===== config.mk =====
export PLATFORM = sky130hd
export DESIGN_NAME = rr_scan_mux
export DESIGN_NICKNAME = d
export VERILOG_FILES = /design/src/rtl/rr_scan_mux.sv
export SDC_FILE = /design/constraint.sdc
export NUM_CORES = 1
export LEC_CHECK = 0
export CAP_MARGIN = 20
export CORE_MARGIN = 5
export CORE_UTILIZATION = 24
export DETAILED_ROUTE_END_ITERATION = 6
export GPL_TIMING_DRIVEN = 0
export PLACE_DENSITY_LB_ADDON = 0.05
export SLEW_MARGIN = 15
export SYNTH_ARGS = -nofsm -noshare
export SYNTH_HDL_FRONTEND = slang
export SYNTH_SLANG_ARGS = --single-unit

===== constraint.sdc =====
create_clock -name clk -period 0.8 [get_ports clk]
set_clock_uncertainty 0.15 [all_clocks]
set_input_delay 0.16 -clock clk [delete_from_list [all_inputs] [get_ports clk]]
set_output_delay 0.16 -clock clk [all_outputs]
set_load 0.005 [all_outputs]

===== src/rtl/rr_scan_mux.sv =====
// rtl/rr_scan_mux.sv - registered N-channel mux with manual select and dwell-timed round-robin scan
// Auto-scan (SCAN state, dwell counter, scan channel) is built only when RR_SCAN_MUX_AUTOSCAN_EN is defined.
module rr_scan_mux #(
    parameter int N_CH    = 4,
    parameter int W       = 4,
    parameter int DWELL_W = 8,
    localparam int SEL_W  = (N_CH > 1) ? $clog2(N_CH) : 1
) (
    input  logic                clk,
    input  logic                rst_n,
    input  logic                ena,
    input  logic                mode,
    input  logic [SEL_W-1:0]    sel,
    input  logic [DWELL_W-1:0]  dwell,
    input  logic [N_CH*W-1:0]   data_in,
    output logic [W-1:0]        out_data,
    output logic [SEL_W-1:0]    out_ch,
    output logic                out_valid
);

    localparam logic [SEL_W:0] N_CH_EXT = (SEL_W+1)'(N_CH);

    function automatic logic [W-1:0] pick(input logic [N_CH*W-1:0] bus, input logic [SEL_W-1:0] idx);
        logic [W-1:0] r;
        r = '0;
        for (int k = 0; k < N_CH; k++) begin
            if (idx == k[SEL_W-1:0]) r = bus[k*W +: W];
        end
        return r;
    endfunction

    logic           man_valid;
    logic [W-1:0]   man_data;
    logic [W-1:0]   data_d;
    logic [SEL_W-1:0] och_d;
    logic           valid_d;

    // Indices past the last channel only exist for non-power-of-two N_CH.
    assign man_valid = ({1'b0, sel} < N_CH_EXT);
    assign man_data  = man_valid ? pick(data_in, sel) : '0;

`ifdef RR_SCAN_MUX_AUTOSCAN_EN
    typedef enum logic {MANUAL, SCAN} state_t;

    localparam logic [SEL_W-1:0] LAST_CH = SEL_W'(N_CH - 1);

    state_t             state_q, state_d;
    logic [DWELL_W-1:0] cnt_q, cnt_d, cur_cnt;
    logic [SEL_W-1:0]   ch_q, ch_d, cur_ch;

    always_ff @(posedge clk or negedge rst_n) begin
        if (!rst_n) begin
            state_q <= MANUAL;
            cnt_q   <= '0;
            ch_q    <= '0;
        end else begin
            state_q <= state_d;
            cnt_q   <= cnt_d;
            ch_q    <= ch_d;
        end
    end

    always_comb begin
        state_d = state_q;
        cnt_d   = cnt_q;
        ch_d    = ch_q;
        cur_cnt = cnt_q;
        cur_ch  = ch_q;
        data_d  = out_data;
        och_d   = out_ch;
        valid_d = 1'b0;
        if (ena) begin
            state_d = mode ? SCAN : MANUAL;
            if (state_d == SCAN) begin
                // The edge that enters SCAN already outputs channel 0 at count 0.
                if (state_q == MANUAL) begin
                    cur_cnt = '0;
                    cur_ch  = '0;
                end
                data_d  = pick(data_in, cur_ch);
                och_d   = cur_ch;
                valid_d = (cur_cnt == dwell);
                if (cur_cnt == dwell) begin
                    cnt_d = '0;
                    ch_d  = (cur_ch == LAST_CH) ? '0 : cur_ch + 1'b1;
                end else begin
                    cnt_d = cur_cnt + 1'b1;
                end
            end else begin
                cnt_d   = '0;
                ch_d    = '0;
                data_d  = man_data;
                och_d   = sel;
                valid_d = man_valid;
            end
        end
    end
`else
    logic unused_cfg;
    assign unused_cfg = ^{mode, dwell};

    always_comb begin
        data_d  = out_data;
        och_d   = out_ch;
        valid_d = 1'b0;
        if (ena) begin
            data_d  = man_data;
            och_d   = sel;
            valid_d = man_valid;
        end
    end
`endif

    always_ff @(posedge clk or negedge rst_n) begin
        if (!rst_n) begin
            out_data  <= '0;
            out_ch    <= '0;
            out_valid <= 1'b0;
        end else begin
            out_data  <= data_d;
            out_ch    <= och_d;
            out_valid <= valid_d;
        end
    end

endmodule


# == Word-level counts from Yosys, hierarchy flattened ==
# Index checks and enable logic that the tools add are counted.
# word_totals
register_bits,7
out_inout_bits,7
word_cells,12
# classes
muxes,5
reduce_logical,1
eq_ne,3
# ops
operator,n
$mux W4,4
$eq A2 B2 Y1 const B,2
$eq A2 B1 Y1 const B,1
$logic_not A2 Y1,1
$mux W1,1

# == Depth between registers and ports, before layout ==
# Gate-level depths: netlist of the first run.
# depth
word_depth,5
depth_mapped,3
ltp_nobuf,2

# == Least setup slack after synthesis of the first run ==
# No wires, ideal clock.
# synth_timing
kind,reg2reg
startpoint,"register, netlist name out_ch[0]"
endpoint,register out_ch[0]
arrival_ns,0.612
path_stages_with_launch,2
setup_slack_ns,-0.087
required_ns,0.525
path_buffers,0
path_cell_list,dfrtp_1 > mux2_2
# synth_lines
item,line,text
end signal: assignment,121,out_ch <= och_d;
end: declaration,17,"output logic [SEL_W-1:0] out_ch,"

# == Worst setup path in the final report of the first run ==
# layout_timing
startpoint,register out_data[1]
endpoint,output out_data[1]
# layout_lines
item,line,text
start: declaration,16,"output logic [W-1:0] out_data,"
start signal: assignment,120,out_data <= data_d;
# No word-level cell between the ends.

==> results of run 1 <==
==> layout make-up <==
type / count / area share (%)
plain buffers: 1 / 2.91
multi-input cells: 20 / 30.0
well taps: 16 / 2.91
flip-flops and latches: 7 / 25.5
inverters: 1 / 0.545
clock buffers: 4 / 3.82
repair buffers: 29 / 34.4
==> cells by family (layout without fill, tap and decap cells) <==
family / count (synthesis) / in the layout / synth area share [%]
buffers and inverters: 2 / 35 / 4.21
AOI/OAI and AO/OA: 5 / 5 / 11.2
DFF: 7 / 7 / 49.1
muxes: 9 / 9 / 25.6
and+or+nand+nor: 6 / 6 / 9.82
==> flip-flops by register name, summed over array words and instances (netlist names) <==
signal	flops
out_data	4
out_ch	2
out_valid	1
==> layout by cell type, fill, tap and decap left out, drive strengths merged <==
cell and n:
buf 11, clkbuf 4, clkdlybuf4s15 1, clkdlybuf4s50 5, dfrtp 7, dlygate4sd2 13, inv 1, mux2 1
mux2i 8, nand2 1, nand2b 5, o21ai 1, o221ai 4
==> power groups by stage <==
stage / logic (mW) / clock network [mW] / registers (mW)
floorplan: 0.0833 / 0 / 0.420
global placement: 0.278 / 0 / 0.415
detailed placement: 0.284 / 0 / 0.417
CTS: 0.257 / 0.327 / 0.410
global route: 0.304 / 0.364 / 0.416
finish: 0.281 / 0.322 / 0.410
==> per-stage QoR <==
stage                     setup WS (ps)  util [%]  area (µm²)  std cells
after detailed placement           -643      44.4         646         71
final                              -271      47.3         688         78
after global placement             -622      44.4         646         71
after floorplan                   -87.1         -         365         29
after CTS                          -275      45.2         657         77
after global routing               -314      47.3         688         78
==> metal layers <==
layer | track usage, % | vias up | part of all wire [%]
li1 | - | 175 | -
met5 | 0 | - | 0
met3 | 5.52 | 0 | 8.8
met1 | 9.62 | 172 | 37
met2 | 15.7 | 15 | 54
met4 | 4.04 | 0 | 0
==> path summary, 6_finish.rpt <==
path	from	slack, ps	endpoint
max	out_data[1]	-270	out_data[1]
min	rst_n	20	out_data[2]
max reg2reg	out_data[3]	-120	out_data[3]
min reg2reg	out_data[2]	340	out_data[2]
max in group asynchronous	rst_n	230	out_ch[1]
min in group clk	sel[0]	60	out_ch[0]
==> repair_timing <==
item | CTS | global route
endpoints found under the setup margin | 13 | 13
resized for setup | 50 | 4
setup buffers | 2 | 2
pin swaps | 4 | 0
==> results.cfg, run 1 <==
[place]
portBuffers = 26
gp_congestion = 0.646

[detailed_routing]
dr_total_vias = 362
drc = 0
via_per_inst = 4.64
wl_mm = 1.09
dr.pass1.iters = 2
drtIter0Drc = 1
wl_per_cell_um = 13.9
final_antenna_net_count = 0

[final_layout]
multi_input_area_um2 = 206
area.sequential_um2 = 175
area_delta_synth_final_pct = 93.0
nFillCells = 148
antenna_cells = 0
fin_nets = 93
drive_above_1_share_pct = 38.7

[sta]
worst_slack_ps = -271
rsz0062_at_grt = true
setup_viol = 13
whs_ps = 16.1
final-max-slew-violation-count = 0
relSlewSlack_pct = 78.1
fmax_mhz = 934
fin_crit_sh_pct = 134
tightest_slew_ps = 327
finalHoldViolCount = 0
final.min_clock_period_ps = 1070
final.setup.tns_ps = -2220

[floorplan]
dieArea_um2 = 2360
core_um2 = 1450
fp.dieH_um = 48.5
fp.dieW_um = 48.5
ioPinCount = 37
row_count = 14
start_util_pct = 24.5

[synth]
synth_edf_count = 0
async_flop_share_pct = 100
synth_flop_cell = dfrtp_1
netlist_instances = 29
synth.most_common_cell = mux2i_1
synthTopCellsByCount = mux2i_1, dfrtp_1, nand2b_1
avgSynthCellArea_um2 = 12.3
synthesis.nets = 59
syn_area_um2 = 357
ys_seq_area_share_pct = 49.1
ys_top_cells_by_area = dfrtp_1, mux2i_1, o221ai_1
yosysUniqueCellTypes = 9
yosys_register_bits = 7
synth_top_area_cell = dfrtp_1
synth_top_area_share_pct = 49.1
synth_warnings = 0

[power]
p_switching_mw = 0.256
p_per_area_nw_per_um2 = 1470
p_sw_share_pct = 25.3
p_int_mw = 0.758
irDropWorstVdd_mv = 0.823
pwr-share-clk_pct = 31.8
leakage_nw = 0.339
p_comb_share_pct = 27.7
p_seq_share_pct = 40.4
finalPower_mw = 1.01

[cts]
numCtsBuffers = 3
clockBufferDepth = 2
root_buffer = clkbuf_4
worstSkewPairLatency_ps = 240
htreeDepth = 1
cts.sinks = 7
postCtsHoldBufs = 0
clk_pin_slew_worst_paths_ps = 60
cts_tree = built

[setup_path]
critPathMaxStageDelay_ps = 380
crit_arrival_ps = 760
endpoint_kind = output port
slowest_stage = dfrtp_1
path_cells = buf_2
path_class = reg2out
cp_top_family = flip-flops
cp.required_ps = 490
crit_fanout = 2
worst_setup_path_start_kind = register
cp.depth = 1
reg2reg_depth = 3
worst-path-buf-inv = 1

[run_status]
status = finished with violations
violations = negative setup slack

[global_route]
grt_pass1_vias = 390
grt_max_degree = 10
track_usage_pct = 9.49
grt_overflow = 0
antenna_found_initial = 0
grt_pass1_wl_mm = 1.76

[flow_run]
max-cap-violations = 0

[hold_path]
hold_class = in2async
Power figures use the tool's default switching activity.
==> run 2: changes to the inputs <==
--- a/config.mk
+++ b/config.mk
@@ -5,9 +5,9 @@
 export SDC_FILE = /design/constraint.sdc
 export NUM_CORES = 1
 export LEC_CHECK = 0
-export CAP_MARGIN = 20
 export CORE_MARGIN = 5
 export CORE_UTILIZATION = 24
+export CTS_CLUSTER_SIZE = 8
 export DETAILED_ROUTE_END_ITERATION = 6
 export GPL_TIMING_DRIVEN = 0
 export PLACE_DENSITY_LB_ADDON = 0.05
==> results of run 2 <==
No change in the layout: final DEF, timing and power equal those of run 1.
